### src/rtl/spi_minion_if.sv
// rtl/spi_minion_if.sv - pin and stream bundle between an SPI master side and spi_minion
interface spi_minion_if #(
  parameter int nbits = 32
);
  logic             cs;
  logic             sclk;
  logic             mosi;
  logic             miso;
  logic             recv_val;
  logic             recv_rdy;
  logic [nbits-1:0] recv_msg;
  logic             send_val;
  logic             send_rdy;
  logic [nbits-1:0] send_msg;
  logic             overflow;
  logic             underflow;

  modport master (
    output cs, sclk, mosi, recv_val, recv_msg, send_rdy,
    input  miso, recv_rdy, send_val, send_msg, overflow, underflow
  );

  modport slave (
    input  cs, sclk, mosi, recv_val, recv_msg, send_rdy,
    output miso, recv_rdy, send_val, send_msg, overflow, underflow
  );
endinterface

### src/rtl/spi_minion.sv
// rtl/spi_minion.sv - oversampling SPI mode 0 follower with val/rdy word streams
module spi_minion #(
  parameter int nbits = 32
) (
  input  logic         clk,
  input  logic         reset,
  spi_minion_if.slave  bus
);
  localparam int cw = $clog2(nbits + 1);
  localparam logic [cw-1:0] last_bit = cw'(nbits - 1);
  localparam logic [cw-1:0] full_cnt = cw'(nbits);

  typedef enum logic [1:0] {st_idle, st_shift, st_done} state_t;

  state_t state, state_nxt;

  logic cs_s1, cs_sync, cs_prev;
  logic sclk_s1, sclk_sync, sclk_prev;
  logic mosi_s1, mosi_sync;

  logic             full;
  logic [nbits-1:0] tx_buf;
  logic [nbits-1:0] tx_shift;
  logic [nbits-1:0] rx_shift;
  logic [cw-1:0]    bit_cnt;
  logic             send_val_q;
  logic [nbits-1:0] send_msg_q;
  logic             overflow_q;
  logic             underflow_q;

  logic cs_fall, cs_rise, sclk_rise, sclk_fall;
  logic start_frame, rx_bit, tx_bit, word_end, commit;
  logic [nbits-1:0] rx_word;

  // Two-flop synchronisers on the master pins, with a history flop for edge detection
  always_ff @(posedge clk or posedge reset) begin
    if (reset) begin
      cs_s1     <= 1'b1;
      cs_sync   <= 1'b1;
      cs_prev   <= 1'b1;
      sclk_s1   <= 1'b0;
      sclk_sync <= 1'b0;
      sclk_prev <= 1'b0;
      mosi_s1   <= 1'b0;
      mosi_sync <= 1'b0;
    end else begin
      cs_s1     <= bus.cs;
      cs_sync   <= cs_s1;
      cs_prev   <= cs_sync;
      sclk_s1   <= bus.sclk;
      sclk_sync <= sclk_s1;
      sclk_prev <= sclk_sync;
      mosi_s1   <= bus.mosi;
      mosi_sync <= mosi_s1;
    end
  end

  assign cs_fall   = !cs_sync && cs_prev;
  assign cs_rise   = cs_sync && !cs_prev;
  assign sclk_rise = sclk_sync && !sclk_prev;
  assign sclk_fall = !sclk_sync && sclk_prev;

  assign rx_word = {rx_shift[nbits-2:0], mosi_sync};
  // A finished word is only accepted if the output slot is free or being emptied now
  assign commit  = word_end && (!send_val_q || bus.send_rdy);

  // Frame state register
  always_ff @(posedge clk or posedge reset) begin
    if (reset) begin
      state <= st_idle;
    end else begin
      state <= state_nxt;
    end
  end

  // Frame sequencing: decides the next state and which datapath action fires this cycle
  always_comb begin
    state_nxt   = state;
    start_frame = 1'b0;
    rx_bit      = 1'b0;
    tx_bit      = 1'b0;
    word_end    = 1'b0;
    case (state)
      st_idle: begin
        if (cs_fall) begin
          start_frame = 1'b1;
          state_nxt   = st_shift;
        end
      end
      st_shift: begin
        if (cs_rise) begin
          state_nxt = st_idle;
        end else if (sclk_rise) begin
          rx_bit = 1'b1;
          if (bit_cnt == last_bit) begin
            word_end  = 1'b1;
            state_nxt = st_done;
          end
        end else if (sclk_fall && bit_cnt != '0 && bit_cnt != full_cnt) begin
          tx_bit = 1'b1;
        end
      end
      st_done: begin
        if (cs_rise) begin
          state_nxt = st_idle;
        end
      end
      default: state_nxt = st_st_fix();
    endcase
  end

  function automatic state_t st_st_fix();
    return st_idle;
  endfunction

  // Transmit buffer: a frame start consumes it; a new word is accepted only when empty
  always_ff @(posedge clk or posedge reset) begin
    if (reset) begin
      full   <= 1'b0;
      tx_buf <= '0;
    end else if (start_frame && full) begin
      full <= 1'b0;
    end else if (bus.recv_val && !full) begin
      full   <= 1'b1;
      tx_buf <= bus.recv_msg;
    end
  end

  // Serial shifters and bit counter; miso changes on sclk falls after the first bit
  always_ff @(posedge clk or posedge reset) begin
    if (reset) begin
      tx_shift <= '0;
      rx_shift <= '0;
      bit_cnt  <= '0;
    end else begin
      if (start_frame) begin
        tx_shift <= full ? tx_buf : '0;
      end else if (tx_bit) begin
        tx_shift <= tx_shift << 1;
      end
      if (start_frame) begin
        bit_cnt <= '0;
      end else if (rx_bit) begin
        rx_shift <= rx_word;
        bit_cnt  <= bit_cnt + 1'b1;
      end
    end
  end

  // Output word slot and the one-cycle error pulses
  always_ff @(posedge clk or posedge reset) begin
    if (reset) begin
      send_val_q  <= 1'b0;
      send_msg_q  <= '0;
      overflow_q  <= 1'b0;
      underflow_q <= 1'b0;
    end else begin
      if (commit) begin
        send_val_q <= 1'b1;
        send_msg_q <= rx_word;
      end else if (send_val_q && bus.send_rdy) begin
        send_val_q <= 1'b0;
      end
      overflow_q  <= word_end && !commit;
      underflow_q <= start_frame && !full;
    end
  end

  assign bus.miso      = tx_shift[nbits-1];
  assign bus.recv_rdy  = !full;
  assign bus.send_val  = send_val_q;
  assign bus.send_msg  = send_msg_q;
  assign bus.overflow  = overflow_q;
  assign bus.underflow = underflow_q;
endmodule

### src/flat_wrapper.sv
// flat-port wrapper written by rule: the top's interface ports become plain ports
module spi_minion_flat 
#(
  parameter int nbits = 32
)
  (clk, reset, bus_cs, bus_sclk, bus_mosi, bus_recv_val, bus_recv_msg, bus_send_rdy, bus_miso, bus_recv_rdy, bus_send_val, bus_send_msg, bus_overflow, bus_underflow);
  spi_minion_if #(.nbits(nbits)) bus_i ();
  input  logic clk;
  input  logic reset;
  input wire logic [$bits(bus_i.cs)-1:0] bus_cs;
  input wire logic [$bits(bus_i.sclk)-1:0] bus_sclk;
  input wire logic [$bits(bus_i.mosi)-1:0] bus_mosi;
  input wire logic [$bits(bus_i.recv_val)-1:0] bus_recv_val;
  input wire logic [$bits(bus_i.recv_msg)-1:0] bus_recv_msg;
  input wire logic [$bits(bus_i.send_rdy)-1:0] bus_send_rdy;
  output wire logic [$bits(bus_i.miso)-1:0] bus_miso;
  output wire logic [$bits(bus_i.recv_rdy)-1:0] bus_recv_rdy;
  output wire logic [$bits(bus_i.send_val)-1:0] bus_send_val;
  output wire logic [$bits(bus_i.send_msg)-1:0] bus_send_msg;
  output wire logic [$bits(bus_i.overflow)-1:0] bus_overflow;
  output wire logic [$bits(bus_i.underflow)-1:0] bus_underflow;
  assign bus_i.cs = bus_cs;
  assign bus_i.sclk = bus_sclk;
  assign bus_i.mosi = bus_mosi;
  assign bus_i.recv_val = bus_recv_val;
  assign bus_i.recv_msg = bus_recv_msg;
  assign bus_i.send_rdy = bus_send_rdy;
  assign bus_miso = bus_i.miso;
  assign bus_recv_rdy = bus_i.recv_rdy;
  assign bus_send_val = bus_i.send_val;
  assign bus_send_msg = bus_i.send_msg;
  assign bus_overflow = bus_i.overflow;
  assign bus_underflow = bus_i.underflow;
  spi_minion #(.nbits(nbits)) u_core (.clk(clk), .reset(reset), .bus(bus_i));
endmodule
### config.mk
export PLATFORM = sky130hd
export DESIGN_NAME = spi_minion_flat
export DESIGN_NICKNAME = d
export VERILOG_FILES = /design/src/rtl/spi_minion_if.sv /design/src/rtl/spi_minion.sv /design/src/flat_wrapper.sv
export SDC_FILE = /design/constraint.sdc
export NUM_CORES = 1
export LEC_CHECK = 0
export ABC_CLOCK_PERIOD_IN_PS = 6700
export CAP_MARGIN = 15
export CORE_ASPECT_RATIO = 2
export CORE_MARGIN = 5
export CORE_UTILIZATION = 38
export DETAILED_ROUTE_END_ITERATION = 6
export SLEW_MARGIN = 20
export SYNTH_ARGS = -nofsm -noshare
export SYNTH_HDL_FRONTEND = slang
export SYNTH_SLANG_ARGS = --single-unit
### constraint.sdc
create_clock -name clk -period 6.7 [get_ports clk]
set_input_delay 2.01 -clock clk [delete_from_list [all_inputs] [get_ports clk]]
set_output_delay 2.01 -clock clk [all_outputs]
set_load 0.005 [all_outputs]
Word-level counts from Yosys, hierarchy flattened
Cells that the tools add are included.
Widths: inputs -> output; s select.
- output and inout bits: 37
- input port bits: 39
- register bits after elaboration: 147
- logic and storage cells: 86
- bitwise operators: 2
- add/subtract/negate cells: 1
- mux-type cells: 28
- reductions and logical operators: 29
- equality and inequality tests: 8
- operators by type and width (operator ; number):
    $mux 32 ; 3
    $mux 1 ; 17
    $logic_and 1x1->1 ; 12
    $mux 6 ; 2
    $mux 2 ; 5
    $reduce_bool 2->1 ; 4
    $logic_not 1->1 ; 7
    $add 6x1->6 const B ; 1
    $eq 6x5->1 const B ; 1
    $ne 3x1->1 const B ; 2
    $ne 6x6->1 const B ; 1
    $pmux 2 s3 ; 1
    $reduce_bool 6->1 ; 1
    $ne 2x1->1 const B ; 2
    $reduce_and 2->1 ; 2
    $reduce_and 4->1 ; 1
    $eq 2x1->1 const B ; 1
    $eq 2x2->1 const B ; 1
    $logic_not 2->1 ; 1
    $not 1->1 ; 2
    $logic_or 1x1->1 ; 1

Longest topological paths before layout
Gate-level depths: netlist (run 1).
- word-level depth: 10
- mapped depth: 7
- depth with buffers taken out: 6

Least setup slack after synthesis (run 1)
OpenSTA, ideal clock, no wires.
- path kind: input to register
- start: input bus_recv_val
- end: register u_core.tx_buf[10]
- path slack: 3.540 ns
- required time: 6.575 ns
- setup time: 0.125 ns
- path buffers: 2
- cell stages on the path: 4
- arrival: 3.036 ns
- cells stage by stage: nor2b_1 > clkbuf_1 > clkbuf_1 > mux2_2
- longest elaborated chain between the ends: 2
- ends and longest elaborated chain (item ; RTL line ; source):
    from (decl) ; flat_wrapper.sv:13 ; input wire logic [$bits(bus_i.recv_val)-1:0] bus_recv_val;
    $logic_and 1x1->1 ; spi_minion.sv:123 ; end else if (bus.recv_val && !full) begin
    $reduce_and 2->1 (no line) ; -- ;
    to (signal assigned) ; spi_minion.sv:125 ; tx_buf <= bus.recv_msg;
    to (decl) ; spi_minion.sv:22 ; logic [nbits-1:0] tx_buf;
Every way passes these cells.
A chain may end at the register's enable or synchronous reset.

Final worst setup path (run 1)
- start: register u_core.full
- end: output bus_recv_rdy
- longest elaborated chain between the ends: 1
- ends and longest elaborated chain (item ; RTL line ; source):
    from (decl) ; spi_minion.sv:21 ; logic full;
    from (signal assigned) ; spi_minion.sv:119 ; full <= 1'b0;
    from (signal assigned) ; spi_minion.sv:122 ; full <= 1'b0;
    from (signal assigned) ; spi_minion.sv:124 ; full <= 1'b1;
    $logic_not 1->1 ; spi_minion.sv:170 ; assign bus.recv_rdy = !full;
    to (decl) ; flat_wrapper.sv:17 ; output wire logic [$bits(bus_i.recv_rdy)-1:0] bus_recv_rdy;
Every way passes these cells.

==> metrics.csv, run 1 <==
metric;value;unit
crit_path_max_fanout;7;
numCtsBuffers;17;
rows;63;
cp-start-kind;register;
start_util;38.8;%
tritoncts;yes;
n_fill_cell;1348;
die_area;17900;µm²
drt-total-wl;11800;µm
cp.arrival;1.47;ns
clkSinkCount;147;
synth_cell_types;36;
worstPathRequired;4.69;ns
synthTopCellsByCount;dfrtp_1, nand2_1, mux2_2;
cp_cell_sequence;inv_1 > clkdlybuf4s50_1;
cp_num_buf_inv;2;
rsz0062_at_grt;false;
drt_first_iter_violations;95;
synth_edf_count;0;
postCtsHoldBufs;0;
wl_per_cell;15.5;µm
path_delay_family;buffers and inverters;
syn2layout_area_growth;26.2;%
maxSlewViolCount;0;
fin_worst_skew;0.0130;ns
async_flop_share;100;%
slew-limit-headroom;27.3;%
p_leak;3.35;nW
worstMarginPinSlew;1.09;ns
cts.path.max_buffers;2;
vias_per_cell;4.92;
insertion_delay;0.41;ns
cts-root-buf;clkbuf_16;
cp_slowest_cell;clkdlybuf4s50_1;
synth_seq_area_share;63.7;%
drive_above_1_share;19.4;%
synth.area.top_cells;dfrtp_1, mux2_2, nand2_1;
critical-path-max-stage-delay;0.49;ns
ys_warn_count;0;
gp_congestion;0.702;
cts_resized;0;
synth_cells;482;
dp.final_hpwl;7460;µm
setup.worst_path.class;register to output pin;
synth_top_cell_area_share;62.3;%
ir_drop;0.000168;V
h-tree-depth;4;
nets;596;
synth_nets;523;
antenna_left;0;
grtUsageTotal;13.9;%
via_count;3751;
setup_viol;0;
syn_area_per_cell;12.0;µm²
grt_pass1_vias;4034;
synth_ff_type;dfrtp_1;
fin_crit;3.48;ns
boundaryPins;76;
status;finished clean;
ys_ff_latch;147;
coreArea;14900;µm²
max_freq;287;MHz
die_w;97.2;µm
clk_pin_slew_worst_paths;0.07;ns
hold_viol;0;
postCtsSetupRepairBufs;0;
hold_path.class;register to register;
portBuffers;75;
postLayoutCoreUtil;49.0;%
grt-ovfl-total;0;
drt_pre_antenna_iters;4;
diodes;0;
finalSetupTns;0;ns
yosysMostFrequentCell;dfrtp_1;
end_kind;output pin;
grt_max_degree;103;
grt_pass1_wl;20300;µm
synth_top_area_cell;dfrtp_1;
power.density;341;nW/µm²
drc_errors;0;
syn-cell-area;5780;µm²
fin_crit_sh;52.0;%
max_cap_violations;0;
die_h;184;µm
finalPower;0.00249;W
antenna_found_initial;0;
## cells by family after synthesis
family                     share of synthesized area [%]
muxes                                               12.6
xor gates and xnor gates                           0.151
DFF                                                 63.7
and+or+nand+nor                                     12.1
adders and majority gates                          0.433
AOI/OAI and AO/OA                                   8.72
buffers and inverters                               2.34
## final timing paths
kind,startpoint,endpoint,slack [ns],cells after the start
setup reg to reg,u_core.bit_cnt[0],u_core.tx_shift[10],4.37,7
hold / removal,u_core.mosi_s1,u_core.mosi_sync,0.36,0
setup / recovery,u_core.full,bus_recv_rdy,3.22,2
hold reg to reg,u_core.mosi_s1,u_core.mosi_sync,0.36,0
max in group asynchronous,reset,u_core.cs_s1,3.41,3
min in group asynchronous,reset,u_core.tx_buf[26],2.18,2
## layout by cell type (no fill, tap or decap), types with 2 or more instances in the layout
cell,netlist,layout
dfrtp_1,144,144
dfstp_2,3,3
inv_6,0,7
inv_1,4,3
a21o_1,2,2
a2bb2oi_1,31,31
clkdlybuf4s50_1,0,75
nand4_1,2,2
nor2_1,4,4
ha_1,2,2
clkbuf_16,0,17
mux2_2,62,62
nand3_1,4,4
o31ai_1,2,2
clkinv_2,0,2
nand2b_1,3,3
clkinv_4,0,3
buf_4,3,7
or4b_1,2,2
nand2_1,130,129
nor2b_1,6,5
mux2_1,2,2
o21ai_0,35,35
clkinvlp_4,0,2
## flip-flops by register name, summed over array words and instances, names as in the netlist, 2 cells and up
register and cells:
u_core.bus.send_msg 32, u_core.bit_cnt 6, u_core.state 2, u_core.tx_buf 32, u_core.tx_shift 32, u_core.rx_shift 31
## metrics by stage
step           hold slack (ns)  std cells  instance area [µm²]  setup slack (ns)
6_report                 0.362        763                 7300              3.22
3_5_place_dp             0.348        731                 6720              2.88
2_1_floorplan            0.331        482                 5780             0.744
5_1_grt                  0.370        763                 7300              3.11
3_3_place_gp             0.344        731                 6720              2.91
4_1_cts                  0.362        763                 7290              3.18
## routing by layer
metal	wire (µm)	GRT usage (%)	vias up
li1	-	-	1796
met1	5120	16.8	1874
met2	6150	24.3	72
met3	443	3.52	9
met4	107	4.66	0
met5	0	0	-
## final cells by class
cell class	count	area [µm²]	share of cell area [%]
Timing Repair Buffer	82	803	11.0
Clock buffer	17	425	5.83
Multi-Input combinational cell	303	1980	27.1
Inverter	4	20.0	0.274
Sequential cell	147	3680	50.5
Tap cell	195	244	3.34
Clock inverter	15	145	1.99
## power by group
group | leakage, nW | total [W] | switching [W] | internal (W)
Combinational | 1.19 | 0.000372 | 0.000151 | 0.000221
Clock | 0.277 | 0.000909 | 0.000389 | 0.000521
Sequential | 1.88 | 0.00120 | 0.000114 | 0.00109
Total | 3.35 | 0.00249 | 0.000654 | 0.00183
(Power assumes the default switching activity.)
==> inputs of run 2 (changes only) <==
--- a/config.mk
+++ b/config.mk
@@ -5,7 +5,7 @@
 export SDC_FILE = /design/constraint.sdc
 export NUM_CORES = 1
 export LEC_CHECK = 0
-export ABC_CLOCK_PERIOD_IN_PS = 6700
+export ABC_CLOCK_PERIOD_IN_PS = 3500
 export CAP_MARGIN = 15
 export CORE_ASPECT_RATIO = 2
 export CORE_MARGIN = 5
==> constraint.sdc (replaced) <==
create_clock -name clk -period 3.5 [get_ports clk]
set_input_delay 1.05 -clock clk [delete_from_list [all_inputs] [get_ports clk]]
set_output_delay 1.05 -clock clk [all_outputs]
set_load 0.005 [all_outputs]
==> run 2 against run 1 <==
Clock skew down 0.00066 ns; via count increased by 1.1%; hold slack lost 0.0094 ns; utilization up 0.57 points; largest cell class unchanged; cell count up 0.39%; wire length down 2.9%; sequential power increased by 93%; clock power is 100% higher; critical path depth stayed put.
==> metrics.csv, run 2 (synthesized netlist as in run 1, its figures left out) <==
metric;value;unit;change
postCtsHoldBufs;0;;unchanged
reg2reg_setup_slack;1.17;ns;was 4.37 ns
nets;599;;was 596
die_w;97.2;µm;unchanged
fin_worst_skew;0.0123;ns;was 0.0130 ns
drt-total-wl;11500;µm;was 11800 µm
rows;63;;unchanged
finalSetupTns;0;ns;unchanged
ir_drop;0.000320;V;was 0.000168 V
coreArea;14900;µm²;unchanged
die_h;184;µm;unchanged
endpoint;bus_recv_rdy;;unchanged
p_leak;3.38;nW;was 3.35 nW
placed_cell_area;6770;µm²;was 6720 µm²
layout_common_cells;dfrtp_1, nand2_1, clkdlybuf4s50_1;;unchanged
h-tree-depth;4;;unchanged
gp_congestion;0.748;;was 0.702
portBuffers;75;;unchanged
cts_resized;0;;unchanged
fin_crit;2.48;ns;
setup_viol;0;;unchanged
wl_per_cell;15.0;µm;was 15.5 µm
clkSinkCount;147;;unchanged
vias_per_cell;4.95;;was 4.92
r2r-start;u_core.bit_cnt[0];;unchanged
n_fill_cell;1312;;was 1348
hold_viol;0;;unchanged
grt-ovfl-total;0;;unchanged
end_kind;output pin;;unchanged
grt_pass1_wl;20000;µm;was 20300 µm
syn2layout_area_growth;27.6;%;was 26.2%
diodes;0;;unchanged
clk_pin_slew_worst_paths;0.06;ns;was 0.07 ns
crit_path_max_fanout;7;;unchanged
dp.final_hpwl;7630;µm;was 7460 µm
drc_errors;0;;unchanged
cts.path.max_buffers;2;;unchanged
status;finished clean;;unchanged
via_count;3794;;was 3751
tritoncts;yes;;unchanged
final_common_cell;dfrtp_1;;unchanged
rsz0062_at_grt;false;;unchanged
max_freq;403;MHz;
grtUsageTotal;13.6;%;was 13.9%
maxSlewViolCount;0;;unchanged
numCtsBuffers;17;;unchanged
cp-start-kind;register;;unchanged
grt_pass1_vias;4089;;was 4034
power.density;659;nW/µm²;was 341 nW/µm²
insertion_delay;0.41;ns;about the same
worstPathRequired;2.45;ns;was 4.69 ns
crit_start;u_core.full;;unchanged
drt_first_iter_violations;141;;was 95
hold_path.class;register to register;;unchanged
drt_pre_antenna_iters;4;;unchanged
boundaryPins;76;;unchanged
antenna_left;0;;unchanged
cts-root-buf;clkbuf_16;;unchanged
cp.arrival;1.43;ns;was 1.47 ns
antenna_found_initial;0;;unchanged
worstMarginPinSlew;0.706;ns;was 1.09 ns
reg2reg_to;u_core.tx_shift[16];;was u_core.tx_shift[10]
fin_crit_sh;71.0;%;
slew-limit-headroom;52.8;%;was 27.3%
postCtsSetupRepairBufs;0;;unchanged
setup.worst_path.class;register to output pin;;unchanged
reg2regPathDepth;7;;unchanged
start_util;38.8;%;unchanged
drive_above_1_share;19.8;%;was 19.4%
die_area;17900;µm²;unchanged
finalInstanceArea;7380;µm²;was 7300 µm²
max_cap_violations;0;;unchanged
grt_max_degree;75;;was 103
==> run 2: cell count changes in the layout (fill, tap and decap cells not counted), sizes merged <==
| cell | change |
|---|---|
| buf | +3 |
| inv | -4 |
| clkinv | -2 |
| clkbuf | +3 |
| bufinv | +1 |
| clkinvlp | +2 |
==> run 2: layout make-up <==
class	count	area (µm²)	area share, %
Tap cell	195	244	3.31
Clock inverter	12	144	1.95
Clock buffer	20	467	6.32
Multi-Input combinational cell	303	1980	26.8
Timing Repair Buffer	85	851	11.5
Sequential cell	147	3680	49.9
Inverter	4	18.8	0.254
==> run 2: how the worst min path moves through the flow <==
stage                   startpoint               end  slack, ns  cells after the start
finish              u_core.sclk_s1  u_core.sclk_sync       0.35                      0
global route        u_core.sclk_s1  u_core.sclk_sync       0.37                      0
CTS                 u_core.sclk_s1  u_core.sclk_sync       0.36                      0
detailed placement  u_core.sclk_s1  u_core.sclk_sync       0.34                      0
global placement    u_core.sclk_s1  u_core.sclk_sync       0.34                      0
floorplan           u_core.mosi_s1  u_core.mosi_sync       0.33                      0
==> run 2: metrics by stage <==
step / instances / worst slack (ns) / util (%) / hold slack [ns] / power [W]
6_report: 766 / 1.02 / 49.6 / 0.352 / 0.00487
5_1_grt: 766 / 0.905 / 49.6 / 0.369 / 0.00514
4_1_cts: 766 / 0.986 / 49.5 / 0.356 / 0.00494
3_5_place_dp: 734 / 0.716 / 45.4 / 0.340 / 0.00308
3_3_place_gp: 734 / 0.778 / 45.4 / 0.342 / 0.00304
2_1_floorplan: 482 / 0.605 / - / 0.331 / 0.00283
==> run 2: metal layers <==
layer,up-vias,share of wire [%],GRT usage [%],wire length (µm)
li1,1806,-,-,-
met1,1908,43,16.6,4890
met2,74,53,23.7,6040
met3,6,3.8,3.71,441
met4,0,0.93,4.16,107
met5,-,0,0,0
==> run 2: critical path: stages (launching register included) <==
cell	delay (ns)
dfrtp_1	0.46
inv_1	0.08
clkdlybuf4s50_1	0.49
==> run 2: where the power goes <==
| group | total (W) | internal [W] | switching [W] |
|---|---|---|---|
| Sequential | 0.00231 | 0.00209 | 0.000221 |
| Combinational | 0.000719 | 0.000432 | 0.000287 |
| Clock | 0.00184 | 0.00112 | 0.000718 |
